==> src/rtl/stream_fifo.sv <==
// First-word fall-through stream FIFO with occupancy count and threshold flags.
// Define STREAM_FIFO_STATS_EN to add the max_level / stall_cnt statistics ports.
module stream_fifo #(
  parameter int DATA_WIDTH = 32,
  parameter int DEPTH      = 32,
  parameter int AFULL_LVL  = DEPTH - 2,
  parameter int AEMPTY_LVL = 2
) (
  input  logic                         CLK,
  input  logic                         RST,
  input  logic                         flush,
  input  logic                         in_valid,
  input  logic [DATA_WIDTH-1:0]        in_data,
  output logic                         in_ready,
  output logic                         out_valid,
  output logic [DATA_WIDTH-1:0]        out_data,
  input  logic                         out_ready,
  output logic [$clog2(DEPTH+1)-1:0]   count,
`ifdef STREAM_FIFO_STATS_EN
  output logic [$clog2(DEPTH+1)-1:0]   max_level,
  output logic [15:0]                  stall_cnt,
`endif
  output logic                         almost_full,
  output logic                         almost_empty
);
  localparam int AW = $clog2(DEPTH);
  localparam int CW = $clog2(DEPTH + 1);
  localparam logic [CW-1:0] FULL_CNT = CW'(DEPTH);
  localparam logic [CW-1:0] AF_CNT   = CW'(AFULL_LVL);
  localparam logic [CW-1:0] AE_CNT   = CW'(AEMPTY_LVL);

  logic [DATA_WIDTH-1:0] r_mem [DEPTH];
  logic [AW-1:0]         r_wptr, r_rptr;
  logic [CW-1:0]         r_count;
  logic [CW-1:0]         w_count_nxt;
  logic                  w_push, w_pop;

  // Handshakes depend only on registered occupancy, never on the other side's strobe.
  assign in_ready     = (r_count != FULL_CNT);
  assign out_valid    = (r_count != '0);
  assign out_data     = r_mem[r_rptr];
  assign count        = r_count;
  assign almost_full  = (r_count >= AF_CNT);
  assign almost_empty = (r_count <= AE_CNT);

  assign w_push = in_valid && in_ready;
  assign w_pop  = out_valid && out_ready;

  always_comb begin
    w_count_nxt = r_count;
    case ({w_push, w_pop})
      2'b10:   w_count_nxt = r_count + 1'b1;
      2'b01:   w_count_nxt = r_count - 1'b1;
      default: w_count_nxt = r_count;
    endcase
  end

  always_ff @(posedge CLK) begin
    if (RST || flush) begin
      r_wptr  <= '0;
      r_rptr  <= '0;
      r_count <= '0;
    end else begin
      if (w_push) r_wptr <= r_wptr + 1'b1;
      if (w_pop)  r_rptr <= r_rptr + 1'b1;
      r_count <= w_count_nxt;
    end
  end

  // Storage is not reset; pointers alone define which entries are live.
  always_ff @(posedge CLK) begin
    if (w_push && !flush && !RST) r_mem[r_wptr] <= in_data;
  end

`ifdef STREAM_FIFO_STATS_EN
  logic [CW-1:0] r_max_level;
  logic [15:0]   r_stall_cnt;

  assign max_level = r_max_level;
  assign stall_cnt = r_stall_cnt;

  always_ff @(posedge CLK) begin
    if (RST || flush)                 r_max_level <= '0;
    else if (w_count_nxt > r_max_level) r_max_level <= w_count_nxt;
  end

  // Stall history survives flush; only reset clears it.
  always_ff @(posedge CLK) begin
    if (RST)                                               r_stall_cnt <= '0;
    else if (in_valid && !in_ready && r_stall_cnt != 16'hFFFF) r_stall_cnt <= r_stall_cnt + 1'b1;
  end
`endif
endmodule

==> config.mk <==
export PLATFORM = sky130hd
export DESIGN_NAME = stream_fifo
export DESIGN_NICKNAME = d
export VERILOG_FILES = /design/src/rtl/stream_fifo.sv
export SDC_FILE = /design/constraint.sdc
export NUM_CORES = 1
export LEC_CHECK = 0
export CORE_MARGIN = 10
export CORE_UTILIZATION = 35
export DETAILED_ROUTE_END_ITERATION = 10
export GPL_TIMING_DRIVEN = 0
export MAX_ROUTING_LAYER = met4
export PLACE_DENSITY = 0.47
export SLEW_MARGIN = 40
export SYNTH_ARGS = -nofsm -noshare
export SYNTH_HDL_FRONTEND = slang
export SYNTH_SLANG_ARGS = --single-unit
==> constraint.sdc <==
create_clock -name CLK -period 6.7 [get_ports CLK]
set_clock_uncertainty 0.1 [all_clocks]
set_input_delay 1.675 -clock CLK [delete_from_list [all_inputs] [get_ports CLK]]
set_output_delay 1.675 -clock CLK [all_outputs]
set_load 0.02 [all_outputs]
# Word level (Yosys, flattened, before mapping)

Memory sizes are Yosys's and may differ from the RTL's. A register that Yosys moved wholly into a read port is not among the register bits.
Cells that the tools add are included.

$add $sub $neg: 4
Multiply operators: 0
Div/mod/pow operators: 0
Order comparisons: 2
Equal/unequal tests: 3
Shift-type cells: 0
Muxes and demuxes: 5
Bitwise operators: 0
Reduce and logical (&&, ||, !) cells: 9

Operator list:

| kind                                                                                | number |
|---|---|
| 6-bit one-hot mux with 2 select lines                                               | 1 |
| 5-bit by 1-bit adder with 5-bit output, second input constant                       | 2 |
| 5-bit two-way mux                                                                   | 2 |
| 6-bit by 1-bit adder with 6-bit output, second input constant                       | 1 |
| 6-bit by 5-bit greater-or-equal comparator with 1-bit output, second input constant | 1 |
| 6-bit by 2-bit <= comparator with 1-bit output, second input constant               | 1 |
| 6-bit != test, second input constant                                                | 1 |
| 6-bit nonzero test                                                                  | 1 |
| 6-bit by 1-bit subtractor with 6-bit output, second input constant                  | 1 |
| 1-bit logical AND                                                                   | 4 |
| 2-bit by 1-bit == test with 1-bit output, second input constant                     | 1 |
| 2-bit == test, second input constant                                                | 1 |
| 1-bit zero test                                                                     | 2 |
| 1-bit two-way mux                                                                   | 2 |
| 2-bit nonzero test                                                                  | 1 |
| 1-bit logical OR                                                                    | 1 |

Bits in registers: 16
Bits in latches: 0
Bits in writable memories: 1024
Bits in read-only memories: 0
Bits of input ports: 37
Output and inout bits: 42
Logic and storage cells: 27
Memories: 1

Memories:

| name  | depth | bits a word | read ports | clocked after memory_dff | wr ports | RTL line | text |
|---|---|---|---|---|---|---|---|
| r_mem | 32    | 32          | 1          | 1                        | 1        | 32       | `logic [DATA_WIDTH-1:0] r_mem [DEPTH];` |

# Longest topological paths before layout

Depth after elaboration: 6
Mapped depth: 12

# Least setup slack after synthesis

OpenSTA, ideal clock, no wires.

Path kind: in2reg
From: input port flush
To: memory r_mem[31][0] (enable)
Library setup time: 461 ps
Data arrival time: 4357 ps
Data required time: 6139 ps
Path slack: 1782 ps
Stages: 3
Buffers on the path: 1
Cell sequence: or2_2 > clkbuf_1 > nor3_1

Word-level cells in the longest chain between the ends: 5

RTL lines:

| element                                 | RTL line | text |
|---|---|---|
| from (decl)                             | 11       | `input logic flush,` |
| 1-bit zero test                         | 72       | `if (w_push && !flush && !RST) r_mem[r_wptr] <= in_data;` |
| 1-bit logical AND (2 in a row)          | 72       |  |
| 1-bit two-way mux                       | 72       |  |
| 1-bit two-way mux (not written as such) | 72       |  |
| to (decl)                               | 32       |  |

Every way passes these cells.

==> results.md <==
* DR pass1 iterations at 5
* Mean Syn Cell Area at between 15 and 20 um2
* # Post-CTS Setup Buffers at 0
* Int Pwr at ~0.011 W
* YS warnings at 0
* FMAX at 151 MHz
* R2R Path Start: count[1]$_SDFFE_PP0P_
* Met2 usage at between 20% and 30%
* Floorplan core area at 115000 um2
* Starting Density at 35.3%
* I/O Pins at 79
* Clock Path Buffers at 3
* Cell area after synthesis at a little over 40000 um2
* Pwr dens at around 280 nW/um2
* Yosys cell types at 48
* Cts bufs inserted at 108
* Outcome: finished, final reports clean
* Number of port buffers at approximately 80
* Leading area contributor after synthesis: edfxtp_1
* Met1 usage at 22.7%
* Detailed Route Iter0 Violations at 1818
* Req. time, crit path at 4.93 ns
* CTS-repair resized insts at 0
* Main synth FF type: edfxtp_1
* Final HPWL DP at 73400 um
* Placer Congestion at around 0.78
* P_leak at 14.7 nW
* Post-synth EDFFs at 1024
* Sw Share at 20.0%
* Final Power at 0.0135 W
* Number of max-cap violations at 0
* Die Height at 360 um
* Multi-input gate area at 8920 um2
* Register area share after synthesis at 77.1%
* Area contributors post-synth: edfxtp_1 76%, mux4_2 7.1%, mux2_2 5.4%, a22o_1 1.4%, a211oi_1 1.2%
* Number of global-route vias before repair at around 21000
* CP Launch Type: register
* CTS tree: built
* Final Hold Viols at 0
* Most frequent cell after synthesis: edfxtp_1
* Die Width at 360 um
* Antenna violations before repair at 18
* Clk pin slew, worst setup/hold paths at roughly 0.060 ns
* Final Max Tran Viols at 0
* Cells after Synth at approximately 2100
* Largest net degree at the start of global routing at 33
* Fin crit share at 98.7%
* Synth top area share at 76.1%
* H-tree depth at 3
* Crit-path max FO at 10
* Gr busiest metal: met2
* P&R area growth vs syn at 18.7%
* Wire per inst at between 20 and 30 um
* Via-to-Cell Ratio at between 5 and 6
* Slew @ Worst Pin at 0.937 ns
* Net Switching at 0.00271 W
* Drt total wl at 106000 um
* Rel. slew slack at 37.1%
* Remaining antenna violation count after routing at 0
* Min cycle time layout at ~6.6 ns
* Logic pwr share at 2.1%
* Worst Hold Launch: r_rptr[4]$_SDFFE_PP0N_
* # rows at 124
* Hold Crit Depth at 2
* R2R Setup Slk at slightly above 3 ns
* Sequential power share at ~53%
* GRT Total Usage at ~17%
* Utilization after layout at 41.9%
* Via count at 20410
* Seq. cell area at 31200 um2
* Clock network power share at 44.7%
* Critical path arrival at 4.84 ns
* Worst hold path type: reg -> reg
* Final setup fails at 0
* Grt met3 use at approximately 2.4%
* CTS root buffer: clkbuf_16
* Share of layout cells above drive strength 1 at 27.5%
* Unrepaired setup endpoints after global routing: false
* Seq cells post-synth at 1045
* Overflow after GRT at 0
* Setup Crit Path Kind: reg -> out
* CTS Sinks at between 1000 and 1500
* VDD IR max at between 0.15 and 0.2 mV
* Most frequent cells after synthesis: 1024 x edfxtp_1, 192 x mux2_2, 128 x mux4_2
* Hold endpoint: r_rptr[4]$_SDFFE_PP0N_
* Number of hold buffers added after CTS at 0
* First-pass GRT wire length at 153000 um
* R2R depth at 8
* Post-synth ARST share at 0%
* Syn_nets at ~2100
* Number of fill cells at 10137
* Worst skew pair latency at 0.66 ns
* Setup crit end kind: primary output
* Total DRC errors in the routed layout at 0
* Final #Nets at about 2400
* Die area at 129000 um2
* Worst R2R End: r_mem[15][4]$_DFFE_PP_
[power by group through the flow]
stage / Clock, W / Sequential (W) / Combinational (W)
5_1_grt: 0.00644 / 0.00718 / 0.000302
3_5_place_dp: 0 / 0.00733 / 0.000281
3_3_place_gp: 0 / 0.00733 / 0.000272
2_1_floorplan: 0 / 0.00733 / 0.0000796
6_report: 0.00604 / 0.00719 / 0.000277
4_1_cts: 0.00618 / 0.00719 / 0.000282
[cell type report]
class / instances / area share [%]
Inverter: 7 / 0.0548
Tap cell: 1512 / 3.95
Multi-Input combinational cell: 881 / 18.6
Antenna cell: 6 / 0.0313
Sequential cell: 1045 / 65.0
Timing Repair Buffer: 140 / 3.70
Clock buffer: 136 / 6.10
Buffer: 121 / 1.18
Clock inverter: 67 / 1.38
[worst max-delay path by stage]
stage / from / slack [ns] / cells after the start / end
2_1_floorplan: flush / 1.78 / 3 / r_mem[31][0]$_DFFE_PP_
3_3_place_gp: flush / -1.53 / 4 / r_mem[31][4]$_DFFE_PP_
3_5_place_dp: register / 0.83 / 8 / out_data[14]
4_1_cts: register / 0.07 / 8 / out_data[14]
5_1_grt: register / 0.004 / 8 / out_data[15]
6_report: register / 0.09 / 8 / out_data[14]
[cells in the final DEF (no fill, tap or decap), types with 4 or more instances in the layout]
| master | synthesis | routed |
|---|---|---|
| edfxtp_1 | 1024 | 1024 |
| mux2_2 | 192 | 192 |
| mux4_2 | 128 | 128 |
| clkbuf_16 | 0 | 112 |
| clkbuf_1 | 82 | 95 |
| o21ai_0 | 68 | 68 |
| nor2b_1 | 67 | 67 |
| a211oi_1 | 66 | 66 |
| nor3_1 | 66 | 65 |
| a22o_1 | 64 | 64 |
| o22ai_1 | 64 | 64 |
| buf_2 | 13 | 54 |
| clkdlybuf4s50_1 | 0 | 46 |
| or4_1 | 33 | 33 |
| buf_8 | 0 | 32 |
| nor2_4 | 0 | 31 |
| clkinv_2 | 0 | 25 |
| buf_16 | 0 | 23 |
| nor2_1 | 54 | 22 |
| dfxtp_1 | 21 | 21 |
| clkinv_1 | 0 | 20 |
| bufinv_16 | 0 | 12 |
| buf_1 | 14 | 10 |
| ha_1 | 10 | 10 |
| buf_6 | 9 | 9 |
| clkbuf_2 | 0 | 8 |
| inv_1 | 7 | 7 |
| nand2_1 | 7 | 7 |
| diode_2 | 0 | 6 |
| buf_4 | 3 | 5 |
| a21oi_1 | 5 | 5 |
| xor2_1 | 5 | 5 |
| clkinvlp_4 | 0 | 5 |
| or2_2 | 4 | 4 |
[sequential cells by signal, summed over array words and instances (netlist names), named ones only]
signal,flops
r_mem,1024
count,6
r_rptr,5
r_wptr,5
[critical path, cell delays in order (launching register included)]
cell             delay, ns
dfxtp_1               0.31
buf_2                 0.36
buf_2                 0.56
buf_2                 0.50
clkbuf_1              0.46
a211oi_1              0.15
nor3_1                0.79
or4_1                 0.34
clkdlybuf4s50_1       0.65
[through the flow]
stage | area, um2 | cells | hold WS [ns] | setup TNS, ns | setup WS, ns
final | 47900 | 3915 | 0.424 | 0 | 0.0881
after global routing | 47900 | 3912 | 0.447 | 0 | 0.00375
after CTS | 47900 | 3909 | 0.430 | 0 | 0.0730
after detailed placement | 44300 | 3706 | 0.422 | 0 | 0.834
after global placement | 43100 | 3644 | 0.418 | -67.54 | -1.53
after floorplan | 40400 | 2054 | 0.390 | 0 | 1.78
[routing by layer]
layer / vias up / wire, um / part of all wire, %
met5: - / 0 / 0
met4: 0 / 1580 / 1.5
met3: 117 / 5210 / 4.9
met2: 501 / 50600 / 48
met1: 10807 / 48300 / 46
li1: 8985 / - / -
[kinds of logic after synthesis]
kind of cell | Yosys count | share of synthesized area (%)
adder cells (fa/ha/maj) | 11 | 0.359
multiplexers | 322 | 12.5
AO/OA/AOI/OAI | 281 | 4.78
XOR/XNOR | 8 | 0.173
flip-flops | 1045 | 77.1
buffers and inverters | 128 | 1.42
AND/OR/NAND/NOR | 259 | 3.58
No activity file was read; power rests on OpenSTA's default activity.
